## src/rtl/spi_dac_pkg.sv

```systemverilog
// Shared constants and types for the SPI DAC responder.
// Frame layout (MSB first, 16 bits):
//   [15] must be 0, [14] BUF, [13] GA, [12] SHDN, [11:2] value, [1:0] ignored.
package spi_dac_pkg;

    localparam int FRAME_BITS = 16;
    localparam int BIT_BUF    = 14;
    localparam int BIT_GA     = 13;
    localparam int BIT_SHDN   = 12;
    localparam int VAL_MSB    = 11;
    localparam int VAL_LSB    = 2;
    localparam int VAL_W      = VAL_MSB - VAL_LSB + 1;
    localparam int CNT_W      = 5;

    typedef enum logic [1:0] {
        ST_IDLE  = 2'd0,
        ST_SHIFT = 2'd1,
        ST_CHECK = 2'd2
    } state_t;

    typedef struct packed {
        logic [VAL_W-1:0] value;
        logic             buf_en;
        logic             gain1x;
        logic             active;
    } dac_reg_t;

    localparam dac_reg_t DAC_RST = '{value: '0, buf_en: 1'b0, gain1x: 1'b1, active: 1'b0};

    // Only the meaningful field bits are passed in.
    function automatic dac_reg_t decode_frame(input logic [BIT_BUF:VAL_LSB] f);
        dac_reg_t r;
        r.value  = f[VAL_MSB:VAL_LSB];
        r.buf_en = f[BIT_BUF];
        r.gain1x = f[BIT_GA];
        r.active = f[BIT_SHDN];
        return r;
    endfunction

endpackage

```

## src/rtl/spi_dac_responder_sync_edge.sv

```systemverilog
// sync_edge: STAGES-deep synchroniser with rise/fall detection.
// Ports: clk/rst (async high), din (asynchronous pin), q (synchronised level),
//        rise/fall (one-cycle pulses, q versus its one-cycle-delayed copy).
module sync_edge #(
    parameter int   STAGES  = 2,
    parameter logic RST_VAL = 1'b0
) (
    input  logic clk,
    input  logic rst,
    input  logic din,
    output logic q,
    output logic rise,
    output logic fall
);
    logic [STAGES-1:0] chain;
    logic              prev;

    always_ff @(posedge clk or posedge rst) begin
        if (rst) begin
            chain <= {STAGES{RST_VAL}};
            prev  <= RST_VAL;
        end else begin
            chain <= {chain[STAGES-2:0], din};
            prev  <= chain[STAGES-1];
        end
    end

    assign q    = chain[STAGES-1];
    assign rise = q & ~prev;
    assign fall = ~q & prev;
endmodule

```

## src/rtl/spi_dac_responder.sv

```systemverilog
// spi_dac_responder: SPI slave for a 10-bit DAC command frame.
// Ports: sysclk, reset (async high); dac_cs/dac_sck/dac_sdi/dac_ld (async SPI
// pins, CS and LD active low); dac_value/dac_gain1x/dac_buf/dac_active
// (latched DAC outputs); frame_valid/frame_err/load_strobe (one-cycle pulses).
module spi_dac_responder
    import spi_dac_pkg::*;
#(
    parameter int SYNC_STAGES = 2
) (
    input  logic             sysclk,
    input  logic             reset,
    input  logic             dac_cs,
    input  logic             dac_sck,
    input  logic             dac_sdi,
    input  logic             dac_ld,
    output logic [VAL_W-1:0] dac_value,
    output logic             dac_gain1x,
    output logic             dac_buf,
    output logic             dac_active,
    output logic             frame_valid,
    output logic             frame_err,
    output logic             load_strobe
);
    localparam int FLUSH = SYNC_STAGES + 1;
    localparam int FW    = $clog2(FLUSH + 1);

    logic cs_q, cs_rise, cs_fall;
    logic sck_q, sck_rise, sck_fall;
    logic sdi_q, sdi_rise, sdi_fall;
    logic ld_q, ld_rise, ld_fall;

    sync_edge #(.STAGES(SYNC_STAGES), .RST_VAL(1'b1)) u_cs (
        .clk(sysclk), .rst(reset), .din(dac_cs), .q(cs_q), .rise(cs_rise), .fall(cs_fall));
    sync_edge #(.STAGES(SYNC_STAGES), .RST_VAL(1'b0)) u_sck (
        .clk(sysclk), .rst(reset), .din(dac_sck), .q(sck_q), .rise(sck_rise), .fall(sck_fall));
    sync_edge #(.STAGES(SYNC_STAGES), .RST_VAL(1'b0)) u_sdi (
        .clk(sysclk), .rst(reset), .din(dac_sdi), .q(sdi_q), .rise(sdi_rise), .fall(sdi_fall));
    sync_edge #(.STAGES(SYNC_STAGES), .RST_VAL(1'b1)) u_ld (
        .clk(sysclk), .rst(reset), .din(dac_ld), .q(ld_q), .rise(ld_rise), .fall(ld_fall));

    // The synchronisers come out of reset at idle levels, so a pin already
    // low at release shows up as a false falling edge. Ignore edges until the
    // chains have flushed, and only arm frame start once CS is seen high.
    logic [FW-1:0] flush_cnt;
    logic          settled;
    logic          armed;

    assign settled = (flush_cnt == FW'(FLUSH));

    always_ff @(posedge sysclk or posedge reset) begin
        if (reset) begin
            flush_cnt <= '0;
            armed     <= 1'b0;
        end else begin
            if (!settled)        flush_cnt <= flush_cnt + FW'(1);
            if (settled && cs_q) armed     <= 1'b1;
        end
    end

    state_t state, nxt;
    logic   start, shift_en, check, accept;

    logic [FRAME_BITS-1:0] shreg;
    logic [CNT_W-1:0]      bit_cnt;
    dac_reg_t              in_reg, out_reg;
    logic                  load_req;

    always_ff @(posedge sysclk or posedge reset) begin
        if (reset) state <= ST_IDLE;
        else       state <= nxt;
    end

    always_comb begin
        nxt = state;
        case (state)
            ST_IDLE:  if (cs_fall && armed) nxt = ST_SHIFT;
            ST_SHIFT: if (cs_rise)          nxt = ST_CHECK;
            ST_CHECK:                       nxt = ST_IDLE;
            default:                        nxt = ST_IDLE;
        endcase
    end

    always_comb begin
        start    = (state == ST_IDLE) && cs_fall && armed;
        shift_en = (state == ST_SHIFT) && sck_rise;
        check    = (state == ST_CHECK);
        accept   = check && (bit_cnt == CNT_W'(FRAME_BITS)) && !shreg[FRAME_BITS-1];
    end

    always_ff @(posedge sysclk or posedge reset) begin
        if (reset) begin
            shreg       <= '0;
            bit_cnt     <= '0;
            in_reg      <= DAC_RST;
            out_reg     <= DAC_RST;
            frame_valid <= 1'b0;
            frame_err   <= 1'b0;
            load_req    <= 1'b0;
            load_strobe <= 1'b0;
        end else begin
            if (start) begin
                shreg   <= '0;
                bit_cnt <= '0;
            end else if (shift_en) begin
                shreg <= {shreg[FRAME_BITS-2:0], sdi_q};
                if (bit_cnt != '1) bit_cnt <= bit_cnt + CNT_W'(1);
            end
            frame_valid <= accept;
            frame_err   <= check && !accept;
            if (accept) in_reg <= decode_frame(shreg[BIT_BUF:VAL_LSB]);
            // Transfer happens one cycle after the LD edge, so an LD edge in
            // the CHECK cycle picks up the frame accepted in that same cycle.
            load_req    <= ld_fall && cs_q && armed;
            load_strobe <= load_req;
            if (load_req) out_reg <= in_reg;
        end
    end

    assign dac_value  = out_reg.value;
    assign dac_gain1x = out_reg.gain1x;
    assign dac_buf    = out_reg.buf_en;
    assign dac_active = out_reg.active;

    logic unused_sig;
    assign unused_sig = ^{sck_q, sck_fall, sdi_rise, sdi_fall, ld_q, ld_rise,
                          shreg[VAL_LSB-1:0]};
endmodule

```

## config.mk

```make
export PLATFORM = sky130hd
export DESIGN_NAME = spi_dac_responder
export DESIGN_NICKNAME = d
export VERILOG_FILES = /design/src/rtl/spi_dac_pkg.sv /design/src/rtl/spi_dac_responder_sync_edge.sv /design/src/rtl/spi_dac_responder.sv
export SDC_FILE = /design/constraint.sdc
export NUM_CORES = 1
export LEC_CHECK = 0
export CAP_MARGIN = 40
export CORE_UTILIZATION = 60
export DETAILED_ROUTE_END_ITERATION = 10
export PLACE_DENSITY = 0.88
export REMOVE_ABC_BUFFERS = 1
export SYNTH_ARGS = -nofsm -noshare
export SYNTH_HDL_FRONTEND = slang
export SYNTH_SLANG_ARGS = --single-unit
```

## constraint.sdc

```tcl
create_clock -name sysclk -period 7.2 [get_ports sysclk]
set_clock_uncertainty 0.2 [all_clocks]
set_input_delay 1.44 -clock sysclk [delete_from_list [all_inputs] [get_ports sysclk]]
set_output_delay 1.44 -clock sysclk [all_outputs]
set_load 0.02 [all_outputs]
```

Word-level counts from Yosys, hierarchy flattened

Cells that the tools add are included.

Bits of input ports: 6
Flip-flop bits (word level): 67
Output and inout bits: 16
Word-level logic and storage cells: 66

Add/sub/neg operators: 2
Bitwise logic cells: 8
Reduce and logical (&&, ||, !) cells: 17
Mux-type cells: 8
Equality and inequality tests: 7

Operator list:

| operator                                             | count |
|---|---|
| two-way mux 16 bit                                   | 2 |
| two-way mux 5 bit                                    | 3 |
| logical AND 1 bit                                    | 10 |
| adder 5 x 1 -> 5 bit (second input constant)         | 1 |
| equality test 5 bit (second input constant)          | 1 |
| != test 5 bit (second input constant)                | 1 |
| AND 1 bit                                            | 4 |
| equality test 2 bit (second input constant)          | 2 |
| two-way mux 2 bit                                    | 2 |
| != test 2 bit (second input constant)                | 2 |
| inverter 1 bit                                       | 4 |
| one-hot mux 2 bit (2 select lines)                   | 1 |
| AND reduction 2 bit                                  | 2 |
| nonzero test 2 bit                                   | 2 |
| adder 2 x 1 -> 2 bit (second input constant)         | 1 |
| equality test 2 x 1 -> 1 bit (second input constant) | 1 |
| logical NOT 1 bit                                    | 2 |
| logical NOT 2 bit                                    | 1 |

Longest topological paths before layout

Gate-level depths: netlist of run 1.

Word-level depth: 6
Gate-level depth with buffers: 7
Depth with buffers taken out: 5

Modules after synthesis

A second synthesis of run 1 with hierarchy kept.

Cell total of the unflattened synthesis: 169
Area total of the unflattened synthesis: 2585.0 um^2

By module, submodules not included:

| module                 | area an instance (um^2) | instances | seq. area each (um^2) | cells an instance |
|---|---|---|---|---|
| spi_dac_responder      | 2202.1                  | 1         | 1403.8                | 145 |
| sync_edge at u_cs ...  | 97.6                    | 2         | 78.8                  | 6 |
| sync_edge at u_sck ... | 93.8                    | 2         | 75.1                  | 6 |

Worst setup path after synthesis of run 1

No wires, ideal clock.

Kind: register -> output
Start point: reg out_reg, in the netlist dac_gain1x
End point: out dac_gain1x
Setup slack: 4.999 ns
Arrival time: 0.561 ns
Required time: 5.560 ns
Cell stages (with the launch flop): 1
Buffers on the path: 0
Path through: dfstp_2

RTL lines:

| element                  | line                     | source |
|---|---|---|
| start: declaration       | spi_dac_responder.sv:65  | `dac_reg_t in_reg, out_reg;` |
| start signal: assignment | spi_dac_responder.sv:115 | `if (load_req) out_reg <= in_reg;` |
| end: declaration         | spi_dac_responder.sv:17  | `output logic dac_gain1x,` |

No word-level cell between the ends.

Worst setup path after layout of run 1

Start point: reg out_reg, in the netlist dac_gain1x
End point: out dac_gain1x

No word-level cell between the ends.

==> results of run 1 <==
[layer usage]
metal	GRT usage, %	share of wire [%]	vias up
li1	-	-	689
met4	10.4	1.5	0
met3	7.60	3.9	5
met1	26.2	45	733
met2	33.3	49	32
met5	0	0	-
[synth_stat cells, types with 2 or more instances]
cell type / count
a21oi_1: 17
a22o_1: 3
and4bb_2: 2
clkbuf_1: 5
dfrtp_1: 59
dfstp_2: 8
ha_1: 4
inv_1: 4
mux2_2: 20
mux2_4: 8
nand2_1: 32
nor4b_1: 2
xnor2_1: 2
[power by group]
group          switching, mW  internal [mW]  leakage, nW
registers             0.0121          0.390        0.874
clock network          0.125          0.125       0.0747
logic                 0.0226         0.0171        0.441
[layout make-up]
class | instances | area [um2]
inverter | 4 | 15.0
multi-input combinational | 106 | 807
clock inverter | 2 | 12.5
timing repair buffer | 22 | 218
sequential | 67 | 1690
fill | 246 | 1110
clock buffer | 14 | 143
tap | 50 | 62.6
[placed cells by master (no fill, tap or decap), types with 2 or more instances in the layout]
master           instances
dfrtp_1                 59
clkbuf_8                 9
nor4b_1                  2
and4bb_2                 2
mux2_2                  20
a22o_1                   3
inv_1                    3
clkbuf_1                 5
mux2_4                   8
ha_1                     4
nand2_1                 32
a21oi_1                 17
clkdlybuf4s50_1         21
xnor2_1                  2
dfstp_2                  8
[logic make-up (layout without fill, tap and decap cells)]
group | count (synthesis) | after routing | synth area share, %
compound gates | 24 | 24 | 5.51
xor+xnor | 2 | 2 | 0.682
fa+ha+maj | 4 | 4 | 1.95
buf+inv | 13 | 42 | 2.87
flops | 67 | 67 | 65.7
mux | 28 | 28 | 13.5
simple gates | 48 | 48 | 9.84
[final timing paths]
check | to | depth (start not counted) | slack (ns) | start
max | dac_gain1x | 1 | 4.12 | dac_gain1x
min | u_sdi.chain[1] | 0 | 0.15 | u_sdi.chain[0]
max reg2reg | in_reg[3] | 5 | 4.92 | bit_cnt[1]
min reg2reg | u_sdi.chain[1] | 0 | 0.15 | u_sdi.chain[0]
max in group asynchronous | shreg[14] | 3 | 4.81 | reset
min in group asynchronous | dac_value[8] | 3 | 1.47 | reset
[metrics by stage]
stage | cell area (um2) | worst slack, ns | hold slack [ns] | util (%) | std cells
2_1_floorplan | 2510 | 3.89 | 0.131 | - | 177
5_1_grt | 2940 | 4.07 | 0.164 | 72.6 | 265
3_5_place_dp | 2790 | 4.42 | 0.135 | 68.7 | 249
4_1_cts | 2940 | 4.10 | 0.149 | 72.6 | 265
6_report | 2940 | 4.12 | 0.148 | 72.6 | 265
3_3_place_gp | 2790 | 4.47 | 0.133 | 68.7 | 249
==> flow_metrics.tcl, run 1 <==
set metrics [dict create \
    finalPower_mw 0.693 \
    setup_viol_count_final 0 \
    synth_area_leader_cell "dfrtp_1" \
    cts-root-buf "clkbuf_8" \
    synthArstFlopShare_pct 100 \
    cp_top_family "buffers and inverters" \
    ant_nets 0 \
    syn_inst 186 \
    layout_min_cycle_time_ns 3.08 \
    ctsHtreeMaxLevel 3 \
    ys_seq_area_share_pct 65.7 \
    post_cts_buffers 0 \
    worst-path-buf-inv 1 \
    worstPathMaxFanout 2 \
    clock_latency_ns 0.33 \
    dr_total_vias 1459 \
    fp.dieH_um 67.4 \
    num_antenna_cells 0 \
    rsz0062_at_grt "false" \
    grt_first_pass_wirelength_um 6710 \
    syn_to_final_growth_pct 14.7 \
    ios 22 \
    cpPeakStageDelay_ns 0.59 \
    gr-usage-all-layers_pct 21.3 \
    max_slew_margin_pct 43.8 \
    viasPerCell 5.51 \
    p_leak_nw 1.39 \
    vdd_ir_drop_max_mv 0.163 \
    synth_area_leaders "dfrtp_1, mux2_2, dfstp_2, mux2_4, nand2_1" \
    ys_seq_elements 67 \
    tns_ns 0 \
    avgSynthCellArea_um2 13.8 \
    crit_required_ns 5.56 \
    core-area_mm2 0.00406 \
    critical_path_class "reg -> out" \
    port_buffers 21 \
    dp_hpwl_um 2510 \
    cts_buffers 9 \
    start_util_pct 63.3 \
    outcome "completed" \
    grt_max_degree 68 \
    cap_viol_max_count 0 \
    worst_slew_pin_slew_ns 0.839 \
    rows 23 \
    clock_path_buffers 2 \
    largest_reg_flops 16 \
    gp_congestion 0.726 \
    yosys.cell_types.count 33 \
    die_w_um 67.4 \
    crit_arrival_ns 1.44 \
    p_per_area_mw_per_mm2 235 \
    hold_class "reg -> reg" \
    gr-total-overflow 0 \
    start_kind "flop" \
    yosys_warnings 0 \
    crit_slowest_cell "clkdlybuf4s50_1" \
    crit_chain "clkdlybuf4s50_1" \
    cts_num_sinks 67 \
    wire_per_inst_um 14.8 \
    drt_iter0_drc 65 \
    slew_violations 0 \
    grt_pass1_vias 1459 \
    antenna_found_initial 0 \
    final_net_count 220 \
    crit_path_end_kind "output port" \
    cts_resized 0 \
    synth-edff-count 0 \
    fin_crit_sh_pct 42.8 \
    drc 0 \
    wl_um 3910 \
    die_area_mm2 0.00454 \
    synthFlopType "dfrtp_1" \
    drt-pass1-iter-count 4 \
    syn-cell-area_mm2 0.00257 \
    holdBufCountCts 0 \
    drive_above_1_share_pct 24.2 \
    cts_tree "built" \
    clkTransAtPathRegs_ns 0.07 \
    synth_top_area_share_pct 57.5 \
    fmax_mhz 324 \
    hold_violations 0 \
]
Note: power is estimated with default switching activity, not from simulation.
==> run 2, diff against run 1 <==
CORE_UTILIZATION = 51   (was 60)
PLACE_DENSITY = 0.8   (was 0.88)
clock period = 2.7 ns   (was 7.2 ns; I/O delays follow)
==> run 2 against run 1 <==
Effect of this change:
- combinational power grew to 2.7 times the previous value
- power grew to 3.4 times the previous value
- utilization is 7.4 points lower
- critical path type is now reg -> reg
- largest power group is now the clock network
==> flow_metrics.tcl, run 2 (synthesized netlist as in run 1, its figures left out) <==
set metrics [dict create \
    crit_path_end_kind "flop" \
    gp_congestion 0.718 \
    crit_slowest_cell "or4_1" \
    outcome "completed" \
    p_leak_nw 1.47 \
    n_fill_cell 354 \
    cts_num_sinks 67 \
    dr_total_vias 1466 \
    drive_above_1_share_pct 26.9 \
    worstPathMaxFanout 15 \
    fin_crit_sh_pct 82.7 \
    syn_to_final_growth_pct 21.4 \
    p_comb_share_pct 4.5 \
    hold_class "reg -> reg" \
    post_cts_buffers 0 \
    setup_viol_count_final 0 \
    cts_tree "built" \
    start_util_pct 53.6 \
    tns_ns 0 \
    num_antenna_cells 0 \
    cts_resized 0 \
    rows 25 \
    crit_arrival_ns 2.26 \
    p_per_area_mw_per_mm2 757 \
    regArea_mm2 0.00169 \
    worst_slew_pin_slew_ns 0.767 \
    fp.dieH_um 73.0 \
    ant_nets 0 \
    final_net_count 221 \
    core-area_mm2 0.00479 \
    wire_per_inst_um 13.7 \
    gr-total-overflow 0 \
    max_slew_margin_pct 48.9 \
    clkTransAtPathRegs_ns 0.07 \
    critical_path_class "reg -> reg" \
    drt_iter0_drc 66 \
    clock_latency_ns 0.34 \
    cpPeakStageDelay_ns 0.79 \
    gr-usage-all-layers_pct 17.5 \
    layout_min_cycle_time_ns 2.23 \
    die_w_um 73.0 \
    cap_viol_max_count 0 \
    ctsHtreeMaxLevel 3 \
    grt_pass1_vias 1414 \
    drt-pass1-iter-count 4 \
    fmax_mhz 448 \
    drc 0 \
    slew_violations 0 \
    rsz0062_at_grt "false" \
    crit_required_ns 2.73 \
    wl_um 3870 \
    dpl.cell_count 267 \
    final_common_cell "dfrtp_1" \
    port_buffers 21 \
    hold_violations 0 \
    ios 22 \
    grt_first_pass_wirelength_um 6620 \
    antenna_found_initial 0 \
    grt_max_degree 47 \
    die_area_mm2 0.00532 \
    largest_reg_flops 16 \
    switchingPower_mw 0.471 \
    vdd_ir_drop_max_mv 0.582 \
    dp_hpwl_um 2390 \
    cts_buffers 9 \
    holdBufCountCts 0 \
    switching_share_pct 20.0 \
    cts-root-buf "clkbuf_8" \
    final_cell_count_no_fill 283 \
    internal_power_mw 1.89 \
    layout_common_cells "dfrtp_1, nand2_1, clkdlybuf4s50_1" \
    start_kind "flop" \
    p_seq_share_pct 45.4 \
    crit_chain "inv_1 > ha_1 > nand4b_1 > or4_1 > mux2_4" \
    clock_path_buffers 2 \
    viasPerCell 5.18 \
    p_clk_share_pct 50.0 \
    multi_input_area_um2 807 \
]
[run 2: changes by cell type in the layout (fill, tap and decap cells not counted), sizes merged]
cell      previous run  this run
clkinvlp             1         0
buf                  1         2
bufinv               0         5
clkbuf              14         9
clkinv               1         2
[run 2: worst paths after layout]
| kind | cells after the start | from | end | slack, ns |
|---|---|---|---|---|
| min in group asynchronous | 2 | reset | dac_value[7] | 0.33 |
| min | 0 | u_sck.chain[0] | u_sck.chain[1] | 0.15 |
| max in group asynchronous | 3 | reset | dac_gain1x | 1.33 |
| max | 5 | bit_cnt[0] | in_reg[2] | 0.47 |
| min reg2reg | 0 | u_sck.chain[0] | u_sck.chain[1] | 0.15 |
| max reg2reg | 5 | bit_cnt[0] | in_reg[2] | 0.47 |
[run 2: metal layers]
metal | track usage (%) | vias to the layer above | part of all wire, %
li1 | - | 692 | -
met1 | 22.0 | 732 | 47
met2 | 26.1 | 34 | 47
met3 | 7.87 | 8 | 4.0
met4 | 7.84 | 0 | 2.0
met5 | 0 | - | 0
[run 2: worst max-delay path: cells and delay by family, from the launching register on]
kind          cells  cell delay, ns
flops             1            0.42
fa+ha+maj         1            0.14
mux               1            0.42
simple gates      2            0.87
buf+inv           1            0.07
[run 2: cell type report]
| class | count | share of cell area (%) |
|---|---|---|
| Timing Repair Buffer | 23 | 7.62 |
| Sequential cell | 67 | 54.1 |
| Multi-Input combinational cell | 106 | 25.9 |
| Inverter | 4 | 0.482 |
| Clock inverter | 7 | 5.26 |
| Clock buffer | 9 | 3.97 |
| Tap cell | 67 | 2.69 |
[run 2: stage by stage]
stage          hold WS (ns)  total power [mW]  setup slack [ns]  util, %  area, um2
4_1_cts               0.156              2.38             0.452     65.2       3120
6_report              0.153              2.36             0.468     65.2       3120
2_1_floorplan         0.131              1.16             0.290        -       2510
5_1_grt               0.164              2.44             0.359     65.2       3120
3_5_place_dp          0.142              1.20             0.479     59.1       2830
3_3_place_gp          0.134              1.19             0.513     59.1       2830
[run 2: power groups by stage]
stage / Sequential, mW / Combinational [mW] / Clock, mW
3_5_place_dp: 1.09 / 0.107 / 0
4_1_cts: 1.07 / 0.110 / 1.20
5_1_grt: 1.08 / 0.123 / 1.24
3_3_place_gp: 1.09 / 0.105 / 0
2_1_floorplan: 1.08 / 0.0734 / 0
6_report: 1.07 / 0.107 / 1.18
==> run 3, diff against run 2 <==
clock period = 1.8 ns   (was 2.7 ns; I/O delays follow)
==> run 3 against run 2 <==
Effect of this change:
- the run now ends with negative setup slack left
- hold slack got worse by 0.068 ns
- count of clock-buffer cells in the layout increased by 2
- register-to-register slack got worse by 0.61 ns
- die area did not move
- combinational power increased to 2.7 times the previous value
- highest routed layer unchanged
==> flow_metrics.tcl, run 3 (synthesized netlist as in run 1, its figures left out) <==
set metrics [dict create \
    fp.dieH_um 73.0 \
    syn_to_final_growth_pct 26.2 \
    hold_slack_ns 0.0853 \
    clock_latency_ns 0.33 \
    largest_reg_flops 16 \
    cts_tree "built" \
    cpPeakStageDelay_ns 0.47 \
    place_ws_ns -0.185 \
    switching_share_pct 21.6 \
    fmax_mhz 515 \
    ant_nets 0 \
    clock_path_buffers 2 \
    violations "negative setup slack" \
    rows 25 \
    dpl.cell_count 281 \
    antenna_found_initial 0 \
    drive_above_1_share_pct 34.5 \
    p_leak_nw 1.60 \
    grt_max_degree 25 \
    tns_ns -2.07 \
    holdBufCountCts 0 \
    layout_min_cycle_time_ns 1.94 \
    die_w_um 73.0 \
    num_antenna_cells 0 \
    finalPower_mw 3.21 \
    final_net_count 237 \
    cap_viol_max_count 0 \
    grt_pass1_vias 1523 \
    cts_buffers 9 \
    drc 0 \
    max_slew_margin_pct 76.6 \
    p_per_area_mw_per_mm2 991 \
    cp_top_family "simple AND/OR/NAND/NOR gates" \
    final_common_cell "dfrtp_1" \
    wire_per_inst_um 13.6 \
    crit_chain "inv_1 > ha_1 > nand4b_1 > or4_4 > buf_6 > mux2_4" \
    crit_slowest_cell "or4_4" \
    ctsHtreeMaxLevel 3 \
    worst-path-buf-inv 2 \
    drt-pass1-iter-count 4 \
    p_seq_share_pct 49.5 \
    start_util_pct 53.6 \
    crit_required_ns 1.82 \
    wl_um 4080 \
    final_cell_count_no_fill 299 \
    switchingPower_mw 0.694 \
    drt_iter0_drc 82 \
    rsz0062_at_grt "true" \
    start_kind "flop" \
    fin_crit_sh_pct 108 \
    p_comb_share_pct 8.9 \
    crit_arrival_ns 1.96 \
    dp_hpwl_um 2660 \
    dr_total_vias 1514 \
    postLayoutSetupSlackWorst_ns -0.142 \
    grt_first_pass_wirelength_um 7240 \
    slew_violations 0 \
    vdd_ir_drop_max_mv 0.891 \
    layout_common_cells "dfrtp_1, nand2_1, mux2_2" \
    viasPerCell 5.06 \
    clkTransAtPathRegs_ns 0.07 \
    crit_path_end_kind "flop" \
    hold_class "in -> async" \
    worst_slew_pin_slew_ns 0.350 \
    critical_path_class "reg -> reg" \
    port_buffers 21 \
    gr-total-overflow 0 \
    p_clk_share_pct 41.6 \
    internal_power_mw 2.52 \
    gp_congestion 0.765 \
    setup_viol_count_final 19 \
    ios 22 \
    die_area_mm2 0.00532 \
    hold_violations 0 \
    cts-root-buf "clkbuf_8" \
    outcome "complete, but fails checks" \
    gr-usage-all-layers_pct 19.1 \
    cts_num_sinks 67 \
    worstPathMaxFanout 6 \
    core-area_mm2 0.00479 \
    n_fill_cell 349 \
]
==> run 3: area by class of cell <==
type	count	area, um2	area share (%)
repair buffers	39	365	11.3
flip-flops and latches	67	1690	52.1
clock buffers	11	141	4.36
clock inverters	5	77.6	2.39
inverters	4	15.0	0.463
multi-input cells	106	870	26.8
well taps	67	83.8	2.59
==> run 3: power by group through the flow <==
stage                     clock (mW)  combinational (mW)  sequential, mW
final                           1.34               0.286            1.59
after detailed placement           0               0.249            1.62
after CTS                       1.38               0.271            1.59
after global routing            1.42               0.320            1.59
after floorplan                    0               0.110            1.63
after global placement             0               0.240            1.61
==> run 3: worst reg2reg max path, stage by stage, from the launching register on <==
cell,delay [ns]
dfrtp_1,0.41
inv_1,0.07
ha_1,0.15
nand4b_1,0.09
or4_4,0.47
buf_6,0.17
mux2_4,0.29
==> run 3: routing by layer <==
metal / vias up / global-route usage [%] / wire length, um / share of wire [%]
met5: - / 0 / 0 / 0
met4: 0 / 9.80 / 53 / 1.3
met3: 6 / 6.35 / 147 / 3.6
met2: 29 / 28.9 / 2010 / 49
met1: 760 / 24.6 / 1860 / 46
li1: 719 / - / - / -
==> run 3: path summary, 6_finish.rpt <==
kind | from | endpoint | slack [ns] | cells after the start
max reg2reg | bit_cnt[0] | in_reg[6] | -0.14 | 6
min | reset | frame_valid | 0.09 | 2
max | bit_cnt[0] | in_reg[6] | -0.14 | 6
min in group sysclk | u_ld.chain[0] | u_ld.chain[1] | 0.14 | 0
min reg2reg | u_ld.chain[0] | u_ld.chain[1] | 0.14 | 0
max in group asynchronous | reset | bit_cnt[3] | 0.81 | 3
==> run 3: timing repair <==
action	in CTS	in global routing
cloned	1	0
pin swaps	1	2
buffers inserted	0	1
resized for setup	30	2
endpoints found under the setup margin	35	35
==> run 3: per-stage QoR <==
stage	util, %	cell area [um2]
2_1_floorplan	-	2510
3_3_place_gp	61.6	2950
3_5_place_dp	61.6	2950
4_1_cts	67.3	3220
5_1_grt	67.7	3240
6_report	67.7	3240
==> edit: new RTL, config.mk and constraints of run 3 <==
Compare `bit_cnt` against `CNT_W'(FRAME_BITS)` with >= in place of ==.
--- a/src/rtl/spi_dac_responder.sv
+++ b/src/rtl/spi_dac_responder.sv
@@ -84,7 +84,7 @@
         start    = (state == ST_IDLE) && cs_fall && armed;
         shift_en = (state == ST_SHIFT) && sck_rise;
         check    = (state == ST_CHECK);
-        accept   = check && (bit_cnt == CNT_W'(FRAME_BITS)) && !shreg[FRAME_BITS-1];
+        accept   = check && (bit_cnt >= CNT_W'(FRAME_BITS)) && !shreg[FRAME_BITS-1];
     end
 
     always_ff @(posedge sysclk or posedge reset) begin
Behaviour: no difference found for any inputs over 10 cycles, from zero or initial values and one cycle with reset high; that may be too few to reach the edited logic, so the function may still have changed.
==> edit against run 3 <==
  * Final cell count shrank 5.0%
  * Sequential cell count is the same
  * Synthesized area shrank 0.39%
  * Routed wire length shrank 3.3%
  * Setup slack gained 180 ps
  * Count of clock-buffer cells in the layout grew 4
  * Cell area shrank 6.1%
  * Total power shrank 10%
  * Critical endpoint is now bit_cnt[0]
  * Highest routed layer unchanged
==> edit: results (changes against run 3) <==
[outcome]
status=finished clean  ; was finished, violations left

[detailed_routing]
vias=1458  ; was 1514
wl_per_cell_um=13.9  ; was 13.6 um
first_pass_iters=4  ; unchanged
detail_route.iter0.violations=85  ; was 82

[final_layout]
largest_reg_flops=16  ; unchanged
antennaDiodeCount=0  ; unchanged
drive_gt1_share_pct=28.1  ; was 34.5%
final_nets=221  ; was 237
n_fill_cell=366  ; was 349

[logic_synthesis]
synth_top_cells_by_count=dfrtp_1, nand2_1, mux2_2  ; unchanged
ys_warn_count=0  ; unchanged
synth_mux_area_share_pct=13.6  ; was 13.5%
synth_compound_area_share_pct=5.77  ; was 5.51%
ys_types=31  ; was 33
synthAdderAreaFrac_pct=1.47  ; was 1.95%
yosys-top-cells-area=dfrtp_1, mux2_2, dfstp_2, mux2_4, nand2_1  ; unchanged
async_reset_ff_share_pct=100  ; unchanged
ys_seq_area_share_pct=65.9  ; was 65.7%
synth-xor-area-share_pct=1.03  ; was 0.682%

[cts]
clk_latency_ps=330  ; about the same
cts_buffer_depth=2  ; unchanged
cts_buffers=9  ; unchanged
cts.clk_slew.worst_paths_ps=70  ; about the same
clockRootBuffer=clkbuf_8  ; unchanged
htreeDepth=3  ; unchanged

[place]
dpl.hpwl_mm=2.57  ; was 2.66 mm
gp_congestion=0.714  ; was 0.765
io_buffer_count=21  ; unchanged

[power_and_ir_drop]
leakagePower_uw=0.00148  ; was 0.00160 uW
p_sw_uw=649  ; was 694 uW
ir_drop_mv=0.623  ; was 0.891 mV

[worst_setup_path]
cp.arrival_ps=1780  ; was 1960 ps
worstPathMaxFanout=5  ; was 6

[worst_hold_path]
hp-class=primary input to async pin  ; unchanged

[grt]
grt_max_degree=37  ; was 25
antenna_found_initial=0  ; unchanged
grt_pass1_wl_mm=6.84  ; was 7.24 mm
track_usage_pct=18.0  ; was 19.1%

[sta]
slew_headroom_pct=74.6  ; was 76.6%

==> edit: critical path, cell delays in order, from the launching register on <==
cell and delay (ps):
dfrtp_1 400, ha_2 200, and3_1 150, ha_1 210, a2bb2oi_2 200, mux2_2 290
==> edit: worst paths after layout <==
| kind | from | to | slack, ps | cells after the start |
|---|---|---|---|---|
| setup reg to reg | bit_cnt[0] | bit_cnt[0] | 40 | 5 |
| max in group asynchronous | reset | u_ld.chain[1] | 810 | 3 |
| hold reg to reg | u_sdi.chain[0] | u_sdi.chain[1] | 150 | 0 |
| min in group sysclk | u_sdi.chain[0] | u_sdi.chain[1] | 150 | 0 |
| setup / recovery | bit_cnt[0] | bit_cnt[0] | 40 | 5 |
| hold / removal | reset | dac_value[0] | 110 | 2 |
==> edit: per-stage QoR <==
step / hold slack (ps) / cells / instance area [um^2] / utilization, % / setup WS (ps)
detailed placement: 137 / 267 / 2880 / 60.1 / 33.8
global placement: 133 / 267 / 2880 / 60.1 / 78.4
floorplan: 131 / 172 / 2480 / - / -430
finish: 106 / 284 / 3040 / 63.6 / 41.7
global route: 125 / 284 / 3040 / 63.6 / -2.15
CTS: 106 / 283 / 3030 / 63.3 / 6.53
==> edit: area by class of cell <==
| class | instances | area (um^2) | area share [%] |
|---|---|---|---|
| Sequential cell | 67 | 1690 | 55.4 |
| Multi-Input combinational cell | 104 | 795 | 26.1 |
| Timing Repair Buffer | 29 | 300 | 9.87 |
| Clock buffer | 15 | 166 | 5.47 |
| Tap cell | 67 | 83.8 | 2.75 |
| Clock inverter | 1 | 7.51 | 0.247 |
| Inverter | 1 | 3.75 | 0.123 |
==> edit: repair_timing <==
| item | in CTS | in global routing |
|---|---|---|
| resized for setup | 16 | 2 |
| setup buffers | 0 | 1 |
| setup endpoints to repair | 16 | 4 |
==> edit: layer usage <==
layer  vias up  global-route usage [%]  wire length, um
met3         9                    4.97              123
met2        28                    26.9             1860
met4         0                    11.1               90
li1        685                       -                -
met5         -                       0                0
met1       736                    23.4             1870
==> edit: cells by family (layout without fill, tap and decap cells) <==
logic type,after synthesis,after routing
AND/OR/NAND/NOR,46,46
buffers and inverters,10,46
XOR/XNOR,3,3
flip-flops,67,67
multiplexers,28,28
adder cells (fa/ha/maj),3,3
AO/OA/AOI/OAI,24,24
==> edit: power groups by stage <==
stage	Sequential (uW)	Clock [uW]	Combinational (uW)
6_report	1600	1090	186
4_1_cts	1600	1120	176
2_1_floorplan	1620	0	103
3_3_place_gp	1620	0	166
3_5_place_dp	1630	0	175
5_1_grt	1610	1170	206
